==> src/rtl/vc_pop_scheduler_pkg.sv <==
// Shared definitions for the VC pop scheduler and its arbiter.
package vc_pop_scheduler_pkg;

   typedef enum logic [1:0] {
      IDLE   = 2'd0,
      SERVE0 = 2'd1,
      SERVE1 = 2'd2
   } sched_state_t;

   localparam logic VC0 = 1'b0;
   localparam logic VC1 = 1'b1;

   localparam int unsigned DEF_W0 = 4;
   localparam int unsigned DEF_W1 = 2;

endpackage

==> src/rtl/vc_pop_scheduler_rr_arb2.sv <==
// Combinational two-requester arbiter: urgency first, then round robin
// against the last-served requester.
module rr_arb2 (
   input  logic [1:0] i_req,
   input  logic [1:0] i_urg,
   input  logic       i_last,
   output logic       o_gnt,
   output logic       o_valid
);
   import vc_pop_scheduler_pkg::*;

   always_comb begin
      o_valid = |i_req;
      o_gnt   = VC0;
      if (i_req == 2'b11) begin
         if (i_urg == 2'b01)      o_gnt = VC0;
         else if (i_urg == 2'b10) o_gnt = VC1;
         else                     o_gnt = ~i_last;
      end else if (i_req[1]) begin
         o_gnt = VC1;
      end
   end

endmodule

==> src/rtl/vc_pop_scheduler.sv <==
// Weighted round-robin pop scheduler for the VC0/VC1 FIFOs; at most one
// registered pop per cycle, with per-VC saturating pop counters.
module vc_pop_scheduler
   import vc_pop_scheduler_pkg::*;
#(
   parameter int unsigned W_WIDTH   = 4,
   parameter int unsigned CNT_WIDTH = 8,
   parameter int unsigned W0_RST    = DEF_W0,
   parameter int unsigned W1_RST    = DEF_W1
) (
   input  logic                 clk,
   input  logic                 reset,
   input  logic                 enable,
   input  logic                 cfg_load,
   input  logic [W_WIDTH-1:0]   cfg_w0,
   input  logic [W_WIDTH-1:0]   cfg_w1,
   input  logic                 vc0_empty,
   input  logic                 vc0_almost_empty,
   input  logic                 vc0_almost_full,
   input  logic                 vc1_empty,
   input  logic                 vc1_almost_empty,
   input  logic                 vc1_almost_full,
   input  logic                 d0_pause,
   input  logic                 d1_pause,
   output logic                 pop_vc0,
   output logic                 pop_vc1,
   output logic                 grant_vc,
   output logic                 busy,
   output logic [CNT_WIDTH-1:0] pop_cnt0,
   output logic [CNT_WIDTH-1:0] pop_cnt1
);

   sched_state_t         r_state, w_state_n;
   logic [W_WIDTH-1:0]   r_cnt, w_cnt_n;
   logic [W_WIDTH-1:0]   r_wact, w_wact_n;
   logic [W_WIDTH-1:0]   r_w0_sh, r_w1_sh;
   logic                 r_last, w_last_n;
   logic                 r_grant, w_grant_n;
   logic                 r_pop0, w_pop0_n;
   logic                 r_pop1, w_pop1_n;
   logic                 r_pause;
   logic [CNT_WIDTH-1:0] r_cnt0, r_cnt1;

   logic w_stall, w_elig0, w_elig1, w_start;
   logic w_arb_gnt, w_arb_valid;

   function automatic logic [W_WIDTH-1:0] eff_w(input logic [W_WIDTH-1:0] w);
      return (w == '0) ? W_WIDTH'(1) : w;
   endfunction

   assign w_stall = !enable | r_pause;
   // A VC just popped while almost empty may hold its last entry: skip one cycle.
   assign w_elig0 = !vc0_empty & !(r_pop0 & vc0_almost_empty);
   assign w_elig1 = !vc1_empty & !(r_pop1 & vc1_almost_empty);

   rr_arb2 u_arb (
      .i_req   ({w_elig1, w_elig0}),
      .i_urg   ({vc1_almost_full, vc0_almost_full}),
      .i_last  (r_last),
      .o_gnt   (w_arb_gnt),
      .o_valid (w_arb_valid)
   );

   always_comb begin
      w_state_n = r_state;
      w_cnt_n   = r_cnt;
      w_wact_n  = r_wact;
      w_last_n  = r_last;
      w_grant_n = r_grant;
      w_pop0_n  = 1'b0;
      w_pop1_n  = 1'b0;
      w_start   = 1'b0;

      case (r_state)
         IDLE: w_start = !w_stall;
         SERVE0: begin
            if (!w_stall) begin
               if (!w_elig0) begin
                  w_start = 1'b1;
               end else begin
                  w_pop0_n = 1'b1;
                  if ((r_cnt == r_wact) || (vc1_almost_full && !vc0_almost_full))
                     w_start = 1'b1;
                  else
                     w_cnt_n = r_cnt + 1'b1;
               end
            end
         end
         SERVE1: begin
            if (!w_stall) begin
               if (!w_elig1) begin
                  w_start = 1'b1;
               end else begin
                  w_pop1_n = 1'b1;
                  if ((r_cnt == r_wact) || (vc0_almost_full && !vc1_almost_full))
                     w_start = 1'b1;
                  else
                     w_cnt_n = r_cnt + 1'b1;
               end
            end
         end
         default: w_state_n = IDLE;
      endcase

      // Burst end and idle exit share one arbitration; weight latched here only.
      if (w_start) begin
         if (w_arb_valid) begin
            w_state_n = w_arb_gnt ? SERVE1 : SERVE0;
            w_cnt_n   = W_WIDTH'(1);
            w_grant_n = w_arb_gnt;
            w_last_n  = w_arb_gnt;
            w_wact_n  = eff_w(w_arb_gnt ? r_w1_sh : r_w0_sh);
         end else begin
            w_state_n = IDLE;
         end
      end
   end

   always_ff @(posedge clk) begin
      if (reset) begin
         r_state <= IDLE;
         r_cnt   <= '0;
         r_wact  <= '0;
         r_w0_sh <= W_WIDTH'(W0_RST);
         r_w1_sh <= W_WIDTH'(W1_RST);
         r_last  <= VC1;
         r_grant <= VC0;
         r_pop0  <= 1'b0;
         r_pop1  <= 1'b0;
         r_pause <= 1'b0;
         r_cnt0  <= '0;
         r_cnt1  <= '0;
      end else begin
         r_state <= w_state_n;
         r_cnt   <= w_cnt_n;
         r_wact  <= w_wact_n;
         r_last  <= w_last_n;
         r_grant <= w_grant_n;
         r_pop0  <= w_pop0_n;
         r_pop1  <= w_pop1_n;
         r_pause <= d0_pause | d1_pause;
         if (cfg_load) begin
            r_w0_sh <= cfg_w0;
            r_w1_sh <= cfg_w1;
         end
         if (w_pop0_n && !(&r_cnt0)) r_cnt0 <= r_cnt0 + 1'b1;
         if (w_pop1_n && !(&r_cnt1)) r_cnt1 <= r_cnt1 + 1'b1;
      end
   end

   assign pop_vc0  = r_pop0;
   assign pop_vc1  = r_pop1;
   assign grant_vc = r_grant;
   assign busy     = (r_state != IDLE);
   assign pop_cnt0 = r_cnt0;
   assign pop_cnt1 = r_cnt1;

endmodule

==> config.mk <==
export PLATFORM = sky130hd
export DESIGN_NAME = vc_pop_scheduler
export DESIGN_NICKNAME = d
export VERILOG_FILES = /design/src/rtl/vc_pop_scheduler_pkg.sv /design/src/rtl/vc_pop_scheduler_rr_arb2.sv /design/src/rtl/vc_pop_scheduler.sv
export SDC_FILE = /design/constraint.sdc
export NUM_CORES = 1
export LEC_CHECK = 0
export CAP_MARGIN = 20
export CORE_UTILIZATION = 52
export DETAILED_ROUTE_END_ITERATION = 8
export PLACE_DENSITY = 0.84
export SETUP_SLACK_MARGIN = 0.1
export SLEW_MARGIN = 20
export SYNTH_ARGS = -nofsm -noshare
export SYNTH_HDL_FRONTEND = slang
export SYNTH_SLANG_ARGS = --single-unit
==> constraint.sdc <==
create_clock -name clk -period 4.35 [get_ports clk]
set_clock_uncertainty 0.1 [all_clocks]
set_input_delay 0.435 -clock clk [delete_from_list [all_inputs] [get_ports clk]]
set_output_delay 0.435 -clock clk [all_outputs]
set_load 0.02 [all_outputs]
==> impl_metrics.toml, run 1 <==
[critical_path]
worstPathArrival_ns = 2.46
critPathMaxFanout = 8
critPathKind = "input port to flip-flop"
cp.required_ns = 4.47
endpoint_kind = "flip-flop"
startpoint_type = "input port"

[synth]
syn-num-nets = 237
synth_cell_types = 41
synth_area_leaders = "dfxtp_1 41%, mux2i_1 8.9%, nor2_1 6.9%"
synth_edf_count = 0
synth_top_cell_by_area = "dfxtp_1"
yosys-top-cells-count = "39 x dfxtp_1, 35 x nor2_1, 17 x mux2i_1"
yosys.area.top_type_share = 0.410
synth_ff_type = "dfxtp_1"
synthCells = 210
synth_warnings = 0
syn_avg_cell_area_um2 = 9.07
post-synth-top-count-cell = "dfxtp_1"
netlist_area_um2 = 1910
ys_async_sr_fraction = 0
ys_seq_area_frac = 0.410
ys_seq_elements = 39

[placement]
place_inst = 291
hpwl_um = 2810
portBuffers = 39
routabilityCongestion = 0.881

[timing]
slew_headroom = 0.498
drv_slew = 0
tns_ns = 0
fmax_mhz = 427
whs_ns = 0.381
finalHoldViolations = 0
rsz0062_at_grt = "no"
worst_pin_slew_ns = 0.752
setup_viol = 0
period_needed_ns = 2.34
final.period_utilization = 0.538

[layout]
syn_to_final_growth_pct = 25.9
fin_cells = 298
drive_gt1_frac = 0.0714
postLayoutCoreUtil = 0.702
nets = 279
n_antenna_cell = 0

[drt]
vias = 1647
vias_per_cell = 5.53
post_drt_wl_per_cell_um = 13.0
drtIter0Drc = 85
totalWireLength_um = 3870
dr.pass1.iters = 4
remaining_drc_errors = 0
ant_nets = 0

[grt]
grt_max_degree = 24
track_usage = 0.221
grt.overflow.total = 0
grt_pass1_vias = 1520
grt_pass1_wl_um = 6820
grt_antenna_before_repair = 0

[die]
ios = 40
rows = 21
die_w_um = 62.5
core_region_area_um2 = 3420
initial_utilization = 0.558
die_height_um = 62.5
dieArea_um2 = 3910

[clock_network]
cts_resized = 0
path_clk_slew_ns = 0.11
htreeDepth = 2
numClockSinks = 39
clock_latency_ns = 0.34
cts_buffers = 5
cts_tree = "built"
holdBufCountCts = 0
cts-root-buf = "clkbuf_4"
clockBufferDepth = 2
postCtsSetupBuffers = 0

[power_and_ir_drop]
power_w = 0.000669
cellPowerDensity_nw_per_um2 = 279
vdd_drop_max_uv = 256
p_leak_nw = 0.882

[run_status]
status = "finished clean"

[min_path]
min_path_type = "flip-flop to flip-flop"

[flow_run]
maxCapViolations = 0
-- layer usage --
| metal | track usage | wire length, um | vias to the layer above |
|---|---|---|---|
| met2 | 0.336 | 1760 | 37 |
| li1 | - | - | 832 |
| met5 | 0 | 0 | - |
| met1 | 0.292 | 1880 | 769 |
| met3 | 0.0620 | 151 | 9 |
| met4 | 0.0930 | 73 | 0 |
-- worst paths after layout --
check	from	end	slack, ns	depth (start not counted)
worst min-delay path	grant_vc$_SDFFE_PP0P_	grant_vc$_SDFFE_PP0P_	0.38	2
worst max-delay path	enable	pop_cnt1[7]$_SDFFE_PP0P_	2.01	7
worst min register to register	grant_vc$_SDFFE_PP0P_	grant_vc$_SDFFE_PP0P_	0.38	2
worst max register to register	r_cnt[2]$_SDFF_PP0_	r_last$_SDFFE_PP1P_	2.10	6
-- flip-flops by register name (all words and copies together), names as in the netlist --
| signal | cells |
|---|---|
| pop_vc1 | 1 |
| pop_cnt0 | 8 |
| r_state | 2 |
| pop_cnt1 | 8 |
| pop_vc0 | 1 |
| r_cnt | 4 |
| r_w0_sh | 4 |
| r_wact | 4 |
| r_last | 1 |
| grant_vc | 1 |
| r_w1_sh | 4 |
| r_pause | 1 |
-- where the power goes --
group	switching, W	leakage [nW]	internal [W]
Clock	0.000110	0.0341	0.0000749
Combinational	0.0000552	0.530	0.0000501
Sequential	0.00000915	0.317	0.000369
-- placed cells by master, fill, tap and decap left out, drive strengths merged, types with 2 or more instances in the layout --
cell type | synthesis | final
inv | 8 | 8
xnor2 | 8 | 8
nand3 | 7 | 7
nor3 | 3 | 3
a211oi | 4 | 4
mux2i | 17 | 17
or3 | 3 | 3
ha | 7 | 7
o22ai | 2 | 2
and3 | 2 | 2
nand2b | 4 | 4
a31oi | 3 | 3
nand4 | 10 | 10
nor2 | 36 | 36
a21oi | 7 | 7
o21ai | 5 | 5
nor2b | 2 | 2
a21boi | 2 | 2
clkbuf | 3 | 6
dfxtp | 39 | 39
a31o | 2 | 2
a21o | 2 | 2
xor2 | 8 | 8
nand2 | 13 | 13
clkdlybuf4s50 | 0 | 39
-- critical path: stages --
cell and delay (ns):
clkdlybuf4s50_1 0.44, nor2b_1 0.37, nand3_1 0.30, a31oi_2 0.45, and4bb_2 0.30, xnor2_1 0.11, nor2_1 0.05
-- per-stage QoR --
step / worst slack (ns) / cell area, um^2
6_report: 2.01 / 2400
5_1_grt: 1.76 / 2400
3_3_place_gp: 1.71 / 2340
4_1_cts: 2.02 / 2400
2_1_floorplan: 2.40 / 1910
3_5_place_dp: 1.64 / 2340
-- cell families after synthesis --
logic type	count (synthesis)	synth area share
AOI/OAI and AO/OA	34	0.139
xor gates and xnor gates	16	0.0735
adders and majority gates	7	0.0460
buffers and inverters	13	0.0256
DFF	39	0.410
muxes	18	0.0952
and+or+nand+nor	83	0.211
-- layout make-up --
| class | instances | area (um^2) |
|---|---|---|
| Fill cell | 278 | 1020 |
| Sequential cell | 39 | 781 |
| Multi-Input combinational cell | 158 | 1080 |
| Inverter | 8 | 30.0 |
| Tap cell | 46 | 57.6 |
| Clock inverter | 1 | 5.00 |
| Timing Repair Buffer | 40 | 398 |
| Clock buffer | 6 | 51.3 |
No activity file was read; power rests on OpenSTA's default activity.
==> inputs of run 2 (changes only) <==
- CORE_UTILIZATION: 52 -> 45
- PLACE_DENSITY: 0.84 -> 0.78
- clock period: 4.35 -> 1.9 ns (I/O delays scaled with it)
==> run 2 against run 1 <==
Compared with the run above:
- the run now ends with negative setup slack left
- register-to-register slack lost 2.1 ns
- final cell count increased by 15%
- wire length up 29%
- cell area is 22% higher
- worst hold slack improved by 0.012 ns
- first-iteration DRC count grew 9.4%
- setup slack worse by 2.1 ns
- clock-buffer cell count rose by 1
- via count up 9.4%
- critical path depth did not move
==> impl_metrics.toml, run 2 (same netlist as run 1, synthesis figures left out) <==
[die]
die_height_um = 67.1
ios = 40
rows = 23
dieArea_um2 = 4500
initial_utilization = 0.473
die_w_um = 67.1
core_region_area_um2 = 4030

[clock_network]
clock_latency_ns = 0.29
cts_tree = "built"
numClockSinks = 39
cts_buffers = 5
cts-root-buf = "clkbuf_8"
clockBufferDepth = 2
holdBufCountCts = 0
htreeDepth = 2
path_clk_slew_ns = 0.07

[drt]
ant_nets = 0
totalWireLength_um = 4970
remaining_drc_errors = 0
post_drt_wl_per_cell_um = 14.5
vias = 1802
met1_length_um = 2290
drtIter0Drc = 93
dr.pass1.iters = 4
met2_length_um = 2460
vias_per_cell = 5.27
wl_met3_um = 129
highest_layer = "met4"

[layout]
final_common_cell = "clkdlybuf4s50_1"
drive_gt1_frac = 0.301
final_cell_mix = "38 x clkdlybuf4s50_1, 34 x nor2_1, 31 x buf_4"
postLayoutCoreUtil = 0.727
n_antenna_cell = 0
syn_to_final_growth_pct = 53.8
nets = 318
finalInstanceArea_um2 = 2930

[run_status]
status = "complete, but fails checks"
violations = "negative setup slack"

[timing]
final.period_utilization = 1.02
worst_pin_slew_ns = 0.444
fin_ws_ns = -0.0457
period_needed_ns = 1.95
rsz0062_at_grt = "yes"
fmax_mhz = 514
slew_headroom = 0.703
drv_slew = 0
setup_viol = 5
whs_ns = 0.393
finalHoldViolations = 0

[power_and_ir_drop]
swShare = 0.269
power_frac_seq = 0.485
power_frac_clock = 0.299
p_leak_nw = 1.13
combPwrFrac = 0.216
cellPowerDensity_nw_per_um2 = 614
vdd_drop_max_uv = 567
cell_internal_pwr_w = 0.00132
netSwitchingPower_w = 0.000484

[critical_path]
worstPathArrival_ns = 2.05
startpoint_type = "flip-flop"
endpoint_kind = "flip-flop"
critPathMaxFanout = 4
cp.required_ns = 2.01
critPathKind = "flip-flop to flip-flop"

[placement]
dpl-instance-area_um2 = 2610
routabilityCongestion = 0.856
portBuffers = 39
hpwl_um = 3260

[grt]
grt_antenna_before_repair = 0
grt_pass1_vias = 1694
track_usage = 0.231
grt_pass1_wl_um = 7720
grt.overflow.total = 0
grt_max_degree = 22

[flow_run]
maxCapViolations = 0

[min_path]
min_path_type = "input port to flip-flop"
## run 2: cell count changes in the layout (fill, tap and decap cells not counted), sizes merged
cell           delta
buf              +39
clkbuf            +1
clkdlybuf4s50     -1
dlygate4sd2       +1
## run 2: final cells by class
cell class | instances | area, um^2
inverter | 8 | 30.0
tap | 50 | 62.6
clock inverter | 1 | 5.00
fill | 290 | 1100
sequential | 39 | 793
clock buffer | 7 | 76.3
timing repair buffer | 79 | 717
multi-input combinational | 158 | 1250
## run 2: stage by stage
step                      power (W)  TNS [ns]  worst slack (ns)  std cells
after detailed placement    0.00119     -1.63            -0.185        322
after global routing        0.00187    -0.834            -0.128        342
after CTS                   0.00176   -0.0265           -0.0157        336
after floorplan             0.00105         0            0.0183        210
final                       0.00180    -0.114           -0.0457        342
after global placement      0.00118     -1.25            -0.132        322
## run 2: worst max-delay path, cell delays in order (launching register included)
cell and delay (ns):
dfxtp_2 0.34, xnor2_2 0.20, nand4_4 0.15, a31o_4 0.29, a311oi_4 0.34, buf_2 0.22
nor2_1 0.05, a211oi_1 0.18
## run 2: final timing paths
kind,cells past startpoint,end,slack [ns],start
min,3,r_pause$_SDFF_PP0_,0.39,d1_pause
max,7,r_wact[1]$_SDFFE_PP0P_,-0.05,r_wact[3]$_SDFFE_PP0P_
min reg2reg,2,grant_vc$_SDFFE_PP0P_,0.41,grant_vc$_SDFFE_PP0P_
max reg2reg,7,r_wact[1]$_SDFFE_PP0P_,-0.05,r_wact[3]$_SDFFE_PP0P_
## run 2: power by group through the flow
stage               logic [W]  clock network, W  registers (W)
global route         0.000418          0.000579       0.000876
detailed placement   0.000302                 0       0.000887
finish               0.000389          0.000538       0.000873
global placement     0.000297                 0       0.000887
CTS                  0.000347          0.000543       0.000870
floorplan            0.000164                 0       0.000886
## run 2: layer usage
metal / vias to the layer above / global-route usage
met3: 8 / 0.0634
li1: 907 / -
met1: 854 / 0.292
met2: 33 / 0.371
met5: - / 0
met4: 0 / 0.0851
## run 2: repair_timing
action / 4_1_cts / 5_1_grt
cloned: 0 / 1
endpoints found under the setup margin: 17 / 25
pin swaps: 7 / 13
buffers inserted: 6 / 5
gates resized for setup: 22 / 16
endpoints found under the hold margin: 0 / 0
